**config.mk**
```make
export PLATFORM = sky130hd
export DESIGN_NAME = bloom_filter_unit
export DESIGN_NICKNAME = d
export VERILOG_FILES = /design/src/rtl/bloom_filter_unit.sv
export SDC_FILE = /design/constraint.sdc
export NUM_CORES = 2
export LEC_CHECK = 0
export BUFFER_PORTS_ARGS = -buffer_cell sky130_fd_sc_hd__buf_2
export CELL_PAD_IN_SITES_DETAIL_PLACEMENT = 0
export CELL_PAD_IN_SITES_GLOBAL_PLACEMENT = 1
export CORE_MARGIN = 4
export CORE_UTILIZATION = 40
export CTS_CLUSTER_DIAMETER = 100
export CTS_CLUSTER_SIZE = 14
export DETAILED_ROUTE_END_ITERATION = 8
export MAX_ROUTING_LAYER = met4
export PLACE_DENSITY = 0.67
export SYNTH_ARGS = -nofsm -noshare
export SYNTH_HDL_FRONTEND = slang
export SYNTH_SLANG_ARGS = --single-unit
```
**constraint.sdc**
```tcl
create_clock -name clk_i -period 11.1 [get_ports clk_i]
set_input_delay 2.22 -clock clk_i [delete_from_list [all_inputs] [get_ports clk_i]]
set_output_delay 2.22 -clock clk_i [all_outputs]
set_load 0.02 [all_outputs]
```
**src/rtl/bloom_filter_unit.sv**
```systemverilog
// bloom_filter_unit: Bloom-filter coprocessor. It supports insert, check and
// clear on DataWidth-bit keys and holds an internal NumBits-bit flop array.
// The hash functions are applied one per cycle.
// Ports:
//   clk_i, rst_ni             clock, async active-low reset
//   req_valid_i/req_ready_o   request handshake (ready only in IDLE)
//   req_op_i, req_data_i      op (00 ins, 01 chk, 10 clr, 11 reserved), key
//   rsp_valid_o/rsp_ready_i   response handshake
//   rsp_match_o, rsp_err_o    check result, reserved-op flag
//   busy_o                    FSM not in IDLE
//   insert_cnt_o              saturating insert count since last clear/reset
module bloom_filter_unit #(
    parameter int unsigned DataWidth  = 32,
    parameter int unsigned NumBits    = 1024,
    parameter int unsigned NumHashes  = 3,
    parameter int unsigned ClearWidth = 32,
    parameter int unsigned CntWidth   = 16
) (
    input  logic                 clk_i,
    input  logic                 rst_ni,
    input  logic                 req_valid_i,
    output logic                 req_ready_o,
    input  logic [1:0]           req_op_i,
    input  logic [DataWidth-1:0] req_data_i,
    output logic                 rsp_valid_o,
    input  logic                 rsp_ready_i,
    output logic                 rsp_match_o,
    output logic                 rsp_err_o,
    output logic                 busy_o,
    output logic [CntWidth-1:0]  insert_cnt_o
);
    localparam int unsigned IdxW     = $clog2(NumBits);
    localparam int unsigned IdxSelW  = $clog2(IdxW);
    localparam int unsigned DSelW    = (DataWidth > 1) ? $clog2(DataWidth) : 1;
    localparam int unsigned KW       = 4;
    localparam int unsigned NumWords = NumBits / ClearWidth;
    localparam int unsigned PW       = (NumWords > 1) ? $clog2(NumWords) : 1;

    typedef enum logic [2:0] {IDLE, INSERT, CHECK, CLEAR, RESP} state_e;

    state_e                 state_q;
    logic [NumBits-1:0]     filter_q;
    logic [DataWidth-1:0]   key_q;
    logic [KW-1:0]          k_q;
    logic [PW-1:0]          ptr_q;
    logic [IdxW-1:0]        cur_idx;
    logic [IdxW-1:0]        clr_base;

    // Hash k: rotate key left by 5k, XOR with a golden-ratio multiple, then fold
    // the result into IdxW bits by XORing consecutive chunks.
    function automatic logic [IdxW-1:0] hash_idx(input logic [DataWidth-1:0] key,
                                                 input logic [KW-1:0] k);
        logic [2*DataWidth-1:0] dbl;
        logic [DataWidth-1:0]   x;
        logic [31:0]            kc;
        logic [DataWidth+31:0]  kext;
        logic [IdxW-1:0]        idx;
        int unsigned            amt;
        amt  = (32'd5 * 32'(k)) % DataWidth;
        dbl  = {key, key} << amt;
        kc   = 32'h9E3779B9 * (32'(k) + 32'd1);
        kext = {{DataWidth{1'b0}}, kc};
        x    = dbl[2*DataWidth-1:DataWidth] ^ kext[DataWidth-1:0];
        idx  = '0;
        for (int unsigned i = 0; i < DataWidth; i++) begin
            idx[IdxSelW'(i % IdxW)] = idx[IdxSelW'(i % IdxW)] ^ x[DSelW'(i)];
        end
        return idx;
    endfunction

    assign cur_idx  = hash_idx(key_q, k_q);
    assign clr_base = IdxW'(32'(ptr_q) * ClearWidth);

    // Control FSM, array updates and registered outputs.
    always_ff @(posedge clk_i or negedge rst_ni) begin
        if (!rst_ni) begin
            state_q      <= IDLE;
            filter_q     <= '0;
            key_q        <= '0;
            k_q          <= '0;
            ptr_q        <= '0;
            req_ready_o  <= 1'b0;
            rsp_valid_o  <= 1'b0;
            rsp_match_o  <= 1'b0;
            rsp_err_o    <= 1'b0;
            busy_o       <= 1'b0;
            insert_cnt_o <= '0;
        end else begin
            case (state_q)
                IDLE: begin
                    if (req_valid_i && req_ready_o) begin
                        key_q       <= req_data_i;
                        k_q         <= '0;
                        ptr_q       <= '0;
                        req_ready_o <= 1'b0;
                        busy_o      <= 1'b1;
                        case (req_op_i)
                            2'b00:   state_q <= INSERT;
                            2'b01:   state_q <= CHECK;
                            2'b10:   state_q <= CLEAR;
                            default: begin
                                state_q     <= RESP;
                                rsp_valid_o <= 1'b1;
                                rsp_match_o <= 1'b0;
                                rsp_err_o   <= 1'b1;
                            end
                        endcase
                    end else begin
                        req_ready_o <= 1'b1;
                    end
                end
                INSERT: begin
                    filter_q[cur_idx] <= 1'b1;
                    if (k_q == KW'(NumHashes - 1)) begin
                        state_q     <= RESP;
                        rsp_valid_o <= 1'b1;
                        rsp_match_o <= 1'b0;
                        rsp_err_o   <= 1'b0;
                        if (insert_cnt_o != {CntWidth{1'b1}}) begin
                            insert_cnt_o <= insert_cnt_o + CntWidth'(1);
                        end
                    end else begin
                        k_q <= k_q + KW'(1);
                    end
                end
                CHECK: begin
                    // Early exit on the first clear bit.
                    if (!filter_q[cur_idx] || k_q == KW'(NumHashes - 1)) begin
                        state_q     <= RESP;
                        rsp_valid_o <= 1'b1;
                        rsp_match_o <= filter_q[cur_idx];
                        rsp_err_o   <= 1'b0;
                    end else begin
                        k_q <= k_q + KW'(1);
                    end
                end
                CLEAR: begin
                    filter_q[clr_base +: ClearWidth] <= '0;
                    if (ptr_q == PW'(NumWords - 1)) begin
                        state_q      <= RESP;
                        rsp_valid_o  <= 1'b1;
                        rsp_match_o  <= 1'b0;
                        rsp_err_o    <= 1'b0;
                        insert_cnt_o <= '0;
                    end else begin
                        ptr_q <= ptr_q + PW'(1);
                    end
                end
                RESP: begin
                    if (rsp_ready_i) begin
                        state_q     <= IDLE;
                        rsp_valid_o <= 1'b0;
                        busy_o      <= 1'b0;
                        req_ready_o <= 1'b1;
                    end
                end
                default: begin
                    state_q <= IDLE;
                end
            endcase
        end
    end
endmodule

```
Yosys cells after proc, flatten, opt, wreduce, memory -nomap -nowiden:

Index checks and enable logic that the tools add are counted.

* bitwise operators: 24
* muxes and demuxes: 44
* reduce and logical (&&, ||, !) cells: 22
* $mul: 2
* eq/ne operators: 19
* divide/modulo/power cells: 0
* shift-type cells: 3
* magnitude comparators: 2
* add/subtract/negate cells: 5

Operator list (number)
* $pmux 1024 s2: 1
* $bwmux 1024: 1
* $or 1024x1024->1024: 1
* $shift 32x12->1024 const A: 1
* $shiftx 32x12->1024 const A: 1
* $shl 64x5->64: 1
* $mux 16: 3
* $mul 32x5->32 const A: 1
* $pmux 16 s2: 1
* $xor 32x32->32: 1
* $xor 1x1->1: 22
* $ne 2x2->1 const B: 10
* $mux 1: 17
* $add 16x1->16 const B: 1
* $ne 16x16->1 const B: 1
* $mux 3: 5
* $pmux 3 s5: 1
* $mux 4: 3
* $neg 10->12: 1
* $pmux 4 s3: 1
* $lt 10x11->1 const B: 1
* $bmux 1 s10: 1
* $demux 1 s10: 1
* $ge 10x1->1 const B: 1
* other kinds (33): 43

* memory bits (read-only): 0
* register bits after elaboration: 1089
* bits of input ports: 38
* memory bits (writable): 0
* output and inout port bits: 21
* latch bits: 0
* memories kept: 0

Longest topological paths before layout:

* depth after elaboration: 12
* gate-level depth with buffers: 35
* gate-level depth less buffers: 27

Least setup slack after synthesis:

Ideal clock, no wire load.

* path kind: register -> register
* from: reg k_q[0]
* to: reg k_q[2]
* path buffers: 9
* clock period less this slack: 9.134 ns
* slack: 1.966 ns
* stages on the path, launching flop included: 34
* data arrival time: 9.008 ns
* cell sequence: dfrtp_1 -> buf_2 -> clkbuf_1 -> clkbuf_1 -> clkbuf_1 -> buf_1 -> nand3_1 -> xor2_1 -> inv_1 -> ha_1 -> fa_1 -> inv_1 -> fa_1 -> inv_1 -> ha_1 -> clkbuf_1 -> nand3_1 -> nand3b_1 -> a2111oi_0 -> nor3_1 -> xnor3_1 -> xnor2_2 -> xor3_2 -> buf_4 -> buf_6 -> buf_4 -> mux2i_1 -> a32o_1 -> o41ai_1 -> a41oi_1 -> a2111oi_2 -> nand4b_2 -> mux2_2 -> o32a_1

* longest elaborated chain between the ends: 12
* elaborated cells between the ends (all ways): 39
* those cells by class: add/sub (2); mul (2); eq/ne (3); shift (1); mux (5); bitwise (23); reduce/logical (3)

RTL lines
* from (decl): line 44 `logic [KW-1:0] k_q;`
* from (signal assigned): line 123 `k_q <= k_q + KW'(1);`
* from (signal assigned): line 134 `k_q <= k_q + KW'(1);`
* $add 4x1->5 or $mul 3x4->5 (tied branches): line 61, 59
* $mul 32x5->32 or $shl 64x5->64 (tied branches): line 61, 60
* $xor 32x32->32: line 63 `x = dbl[2*DataWidth-1:DataWidth] ^ kext[DataWidth-1:0];`
* $xor 1x1->1 (3 in series): line 66 `idx[IdxSelW'(i % IdxW)] = idx[IdxSelW'(i % IdxW)] ^ x[DSelW'(i)];`
* $bmux 1 s10: line 128 `if (!filter_q[cur_idx] || k_q == KW'(NumHashes - 1)) begin`
* $mux 1 (implied by the code): line 128
* $logic_not 1->1: line 128
* $logic_or 1x1->1: line 128
* $ne 2x2->1 (no line)
* $reduce_and 4->1 (no line)

Several ways; a longest one is shown, not always the timed one. The select of a mux whose other input is x is not followed.
A chain may end at the register's enable or synchronous reset.

Worst setup path in the final report:

Same ends and word-level chain as after synthesis.

==> metrics.md <==
| Metric | Value |
|---|---|
| # rows | `135` |
| First-pass GRT wire length | `between 300 and 400 mm` |
| CP top delay family | `compound AO/OA/AOI/OAI gates` |
| Post-DP HPWL | `around 130 mm` |
| Worst path slowest cell | `xor2_4` |
| R2r setup slk | `approximately 0.55 ns` |
| Min Clock Period, post-route | `10.55 ns` |
| R2R Path End | `k_q[2]$_DFFE_PN0P_` |
| Synth Instances | `around 6000` |
| Die width | `between 300 and 400 µm` |
| Worst-skew pair later-pin latency | `between 0.7 and 0.8 ns` |
| Status | `complete, no violations` |
| Max cap viols | `0` |
| Sequential area share after synthesis | `approximately 50%` |
| Area occupied by multi-input gates | `between 20000 and 30000 µm²` |
| DR WL/cell | `about 27 µm` |
| Fin nets | `roughly 6000` |
| RSZ-0062 raised after global routing | `no` |
| Starting Density | `40.27%` |
| Post-Syn Area | `between 50000 and 60000 µm²` |
| Global Route Usage Sum | `around 30%` |
| Unique cell type count in the Yosys netlist | `76` |
| Max Buffers Root-to-Sink | `3` |
| FF-to-FF Start | `k_q[0]$_DFFE_PN0P_` |
| Worst slew pin tran | `approximately 1.3 ns` |
| Post-DRT Antenna Nets | `0` |
| Sink Count | `~1100` |
| Crit path kind | `reg2reg` |
| Clk root buf | `clkbuf_16` |
| Area of the core | `roughly 140000 µm²` |
| Share of post-route cells with drive strength above 1 | `11.19%` |
| Post-synth EDFFs | `0` |
| Final Hold Fails | `0` |
| Pre-antenna DRT Iters | `6` |
| Clk_skew | `~0.046 ns` |
| Met1 Usage GRT | `a little over two fifths` |
| Top Ports | `59` |
| Stages on worst setup path | `27` |
| Most used cell, CP | `ha_1` |
| CP bufs+invs | `4` |
| CP Launch Type | `flop` |
| Fraction of registers with async set/reset | `100.0%` |
| Cell Area, Placed | `57420 µm²` |
| CTS-repair resized insts | `0` |
| Peak Freq | `about 95 MHz` |
| Post-placement cell count | `roughly 7500` |
| Post-CTS setup buffer count | `0` |
| TritonCTS clock tree | `done` |
| Crit path largest cell delay | `0.75 ns` |
| Most frequent cells in the layout | `nor2_1, dfrtp_1, a21oi_1` |
| Yosys reg bits | `around 1100` |
| Via Count | `46110` |
| Post-CTS Hold Fix Bufs | `0` |
| Non-filler cells, final | `~7600` |
| Die Height | `377.3 µm` |
| Slew HR | `10.62%` |
| CP arrival | `11.20 ns` |
| Syn_area_per_cell | `9.126 µm²` |
| CP startpoint | `k_q[0]$_DFFE_PN0P_` |
| Crit. End Element | `flop` |
| Largest net degree at the start of global routing | `between 150 and 200` |
| Clock Pin Slew Worst Setup and Hold Paths | `about 0.070 ns` |
| TritonCTS buffer count | `slightly below 90` |
| Period utilisation layout | `95.08%` |
| Data required time of the worst path | `between 10 and 15 ns` |
| H-tree levels | `3` |
| Setup TNS | `0 ns` |
| Yosys warns | `0` |
| Worst-path maximum fanout | `16` |
| Grt ovf | `0` |
| Routed WL | `about 210 mm` |
| Drt drc | `0` |
| Commonest non-fill, non-tap cell in the layout | `nor2_1` |
| Worst setup endpoint | `k_q[2]$_DFFE_PN0P_` |
| Predominant post-synthesis flop cell | `dfrtp_1` |
| Register Area | `27250 µm²` |
| Most area-consuming cells after synthesis | `dfrtp_1, a21oi_1, nor2_1` |
| Gr busiest metal | `met2` |
| Met2 Use GR | `~45%` |
| Initial antenna violation count | `6` |
| Vias per std cell | `slightly above 6` |
| 1st-iter DRT viols | `roughly 5600` |
| Final GP Congestion | `0.9208` |
| Vias in the first global route | `44140` |
| Met3 Track Usage GR | `under 10%` |
| PortBufs | `slightly below 60` |
| Syn nets | `roughly 6100` |
| Pins Over Slew Limit | `0` |
| Hold Path Class | `reg2reg` |
| Design area | `around 60000 µm²` |
| Setup Viol. Count Final | `0` |
| R2R depth | `27` |
| Synth top area share | `between 40% and 50%` |
| Area growth syn-to-layout | `9.724%` |
| Post-synth top area cell | `dfrtp_1` |
| Die ar. | `around 140000 µm²` |
| Fill cells | `approximately 13000` |
-- cell families (layout without fill, tap and decap cells) --
group	count (synthesis)	after routing	share of synthesized area, %
AOI/OAI and AO/OA	1456	1456	15.30
xor gates and xnor gates	171	171	2.984
adders and majority gates	79	79	2.074
buffers and inverters	580	447	4.455
DFF	1089	1089	49.96
muxes	441	441	8.964
other	0	6	0
and+or+nand+nor	2161	2161	16.27
-- cell type report --
class	count	area share [%]
Clock inverter	8	0.1777
Multi-Input combinational cell	4308	42.59
Clock buffer	94	3.859
Tap cell	1781	3.723
Inverter	65	0.4077
Timing Repair Buffer	280	3.684
Antenna cell	6	0.02509
Sequential cell	1089	45.53
-- worst min path at each step --
stage                                          from                         to  slack, ns  cells after the start
after global routing      filter_q[981]$_DFFE_PN0P_  filter_q[981]$_DFFE_PN0P_       0.51                      2
after global placement    filter_q[692]$_DFFE_PN0P_  filter_q[692]$_DFFE_PN0P_       0.47                      2
after floorplan           filter_q[256]$_DFFE_PN0P_  filter_q[256]$_DFFE_PN0P_       0.46                      2
final                     filter_q[222]$_DFFE_PN0P_  filter_q[222]$_DFFE_PN0P_       0.49                      2
after CTS                 filter_q[874]$_DFFE_PN0P_  filter_q[874]$_DFFE_PN0P_       0.50                      2
after detailed placement  filter_q[774]$_DFFE_PN0P_  filter_q[774]$_DFFE_PN0P_       0.48                      2
-- synthesized netlist by cell type (64+ instances only) --
library cell / count
nand2_1: 583
a32oi_1: 66
mux2_2: 87
nand4_1: 98
mux2i_1: 322
nand3_1: 179
buf_2: 64
a22oi_1: 84
clkbuf_1: 375
nor2_1: 1194
a21oi_1: 993
a31oi_1: 123
dfrtp_1: 1089
xnor2_1: 104
-- metal layers --
layer	up-vias	part of all wire (%)
met5	-	0
met4	0	3.4
met3	353	7.3
met2	1946	45
met1	23550	44
li1	20270	-
-- registers in the layout, indices dropped and copies added, names as in the netlist --
| name | flops |
|---|---|
| rsp_valid_o | 1 |
| state_q | 3 |
| key_q | 32 |
| insert_cnt_o | 16 |
| filter_q | 1024 |
| rsp_match_o | 1 |
| busy_o | 1 |
| k_q | 4 |
| req_ready_o | 1 |
| ptr_q | 5 |
| rsp_err_o | 1 |
-- stage by stage --
stage / util, % / hold WS (ns) / worst slack, ns
detailed placement: 42.39 / 0.4807 / 0.8103
global route: 44.17 / 0.5071 / 0.2993
global placement: 42.39 / 0.4713 / 0.9785
floorplan: - / 0.4571 / 1.966
CTS: 44.17 / 0.4967 / 0.7793
finish: 44.18 / 0.4903 / 0.5464
-- worst register-to-register path: cells and delay by family, from the launching register on --
kind                     cells  cell delay, ns
AO/OA/AOI/OAI                7            3.03
XOR/XNOR                     4            2.15
adder cells (fa/ha/maj)      5            2.21
buffers and inverters        4            0.82
flip-flops                   1            0.44
AND/OR/NAND/NOR              7            1.85
Power is left out: the tool's default activity adds up to more than one toggle a clock period on the data nets, which glitch-free logic cannot reach.
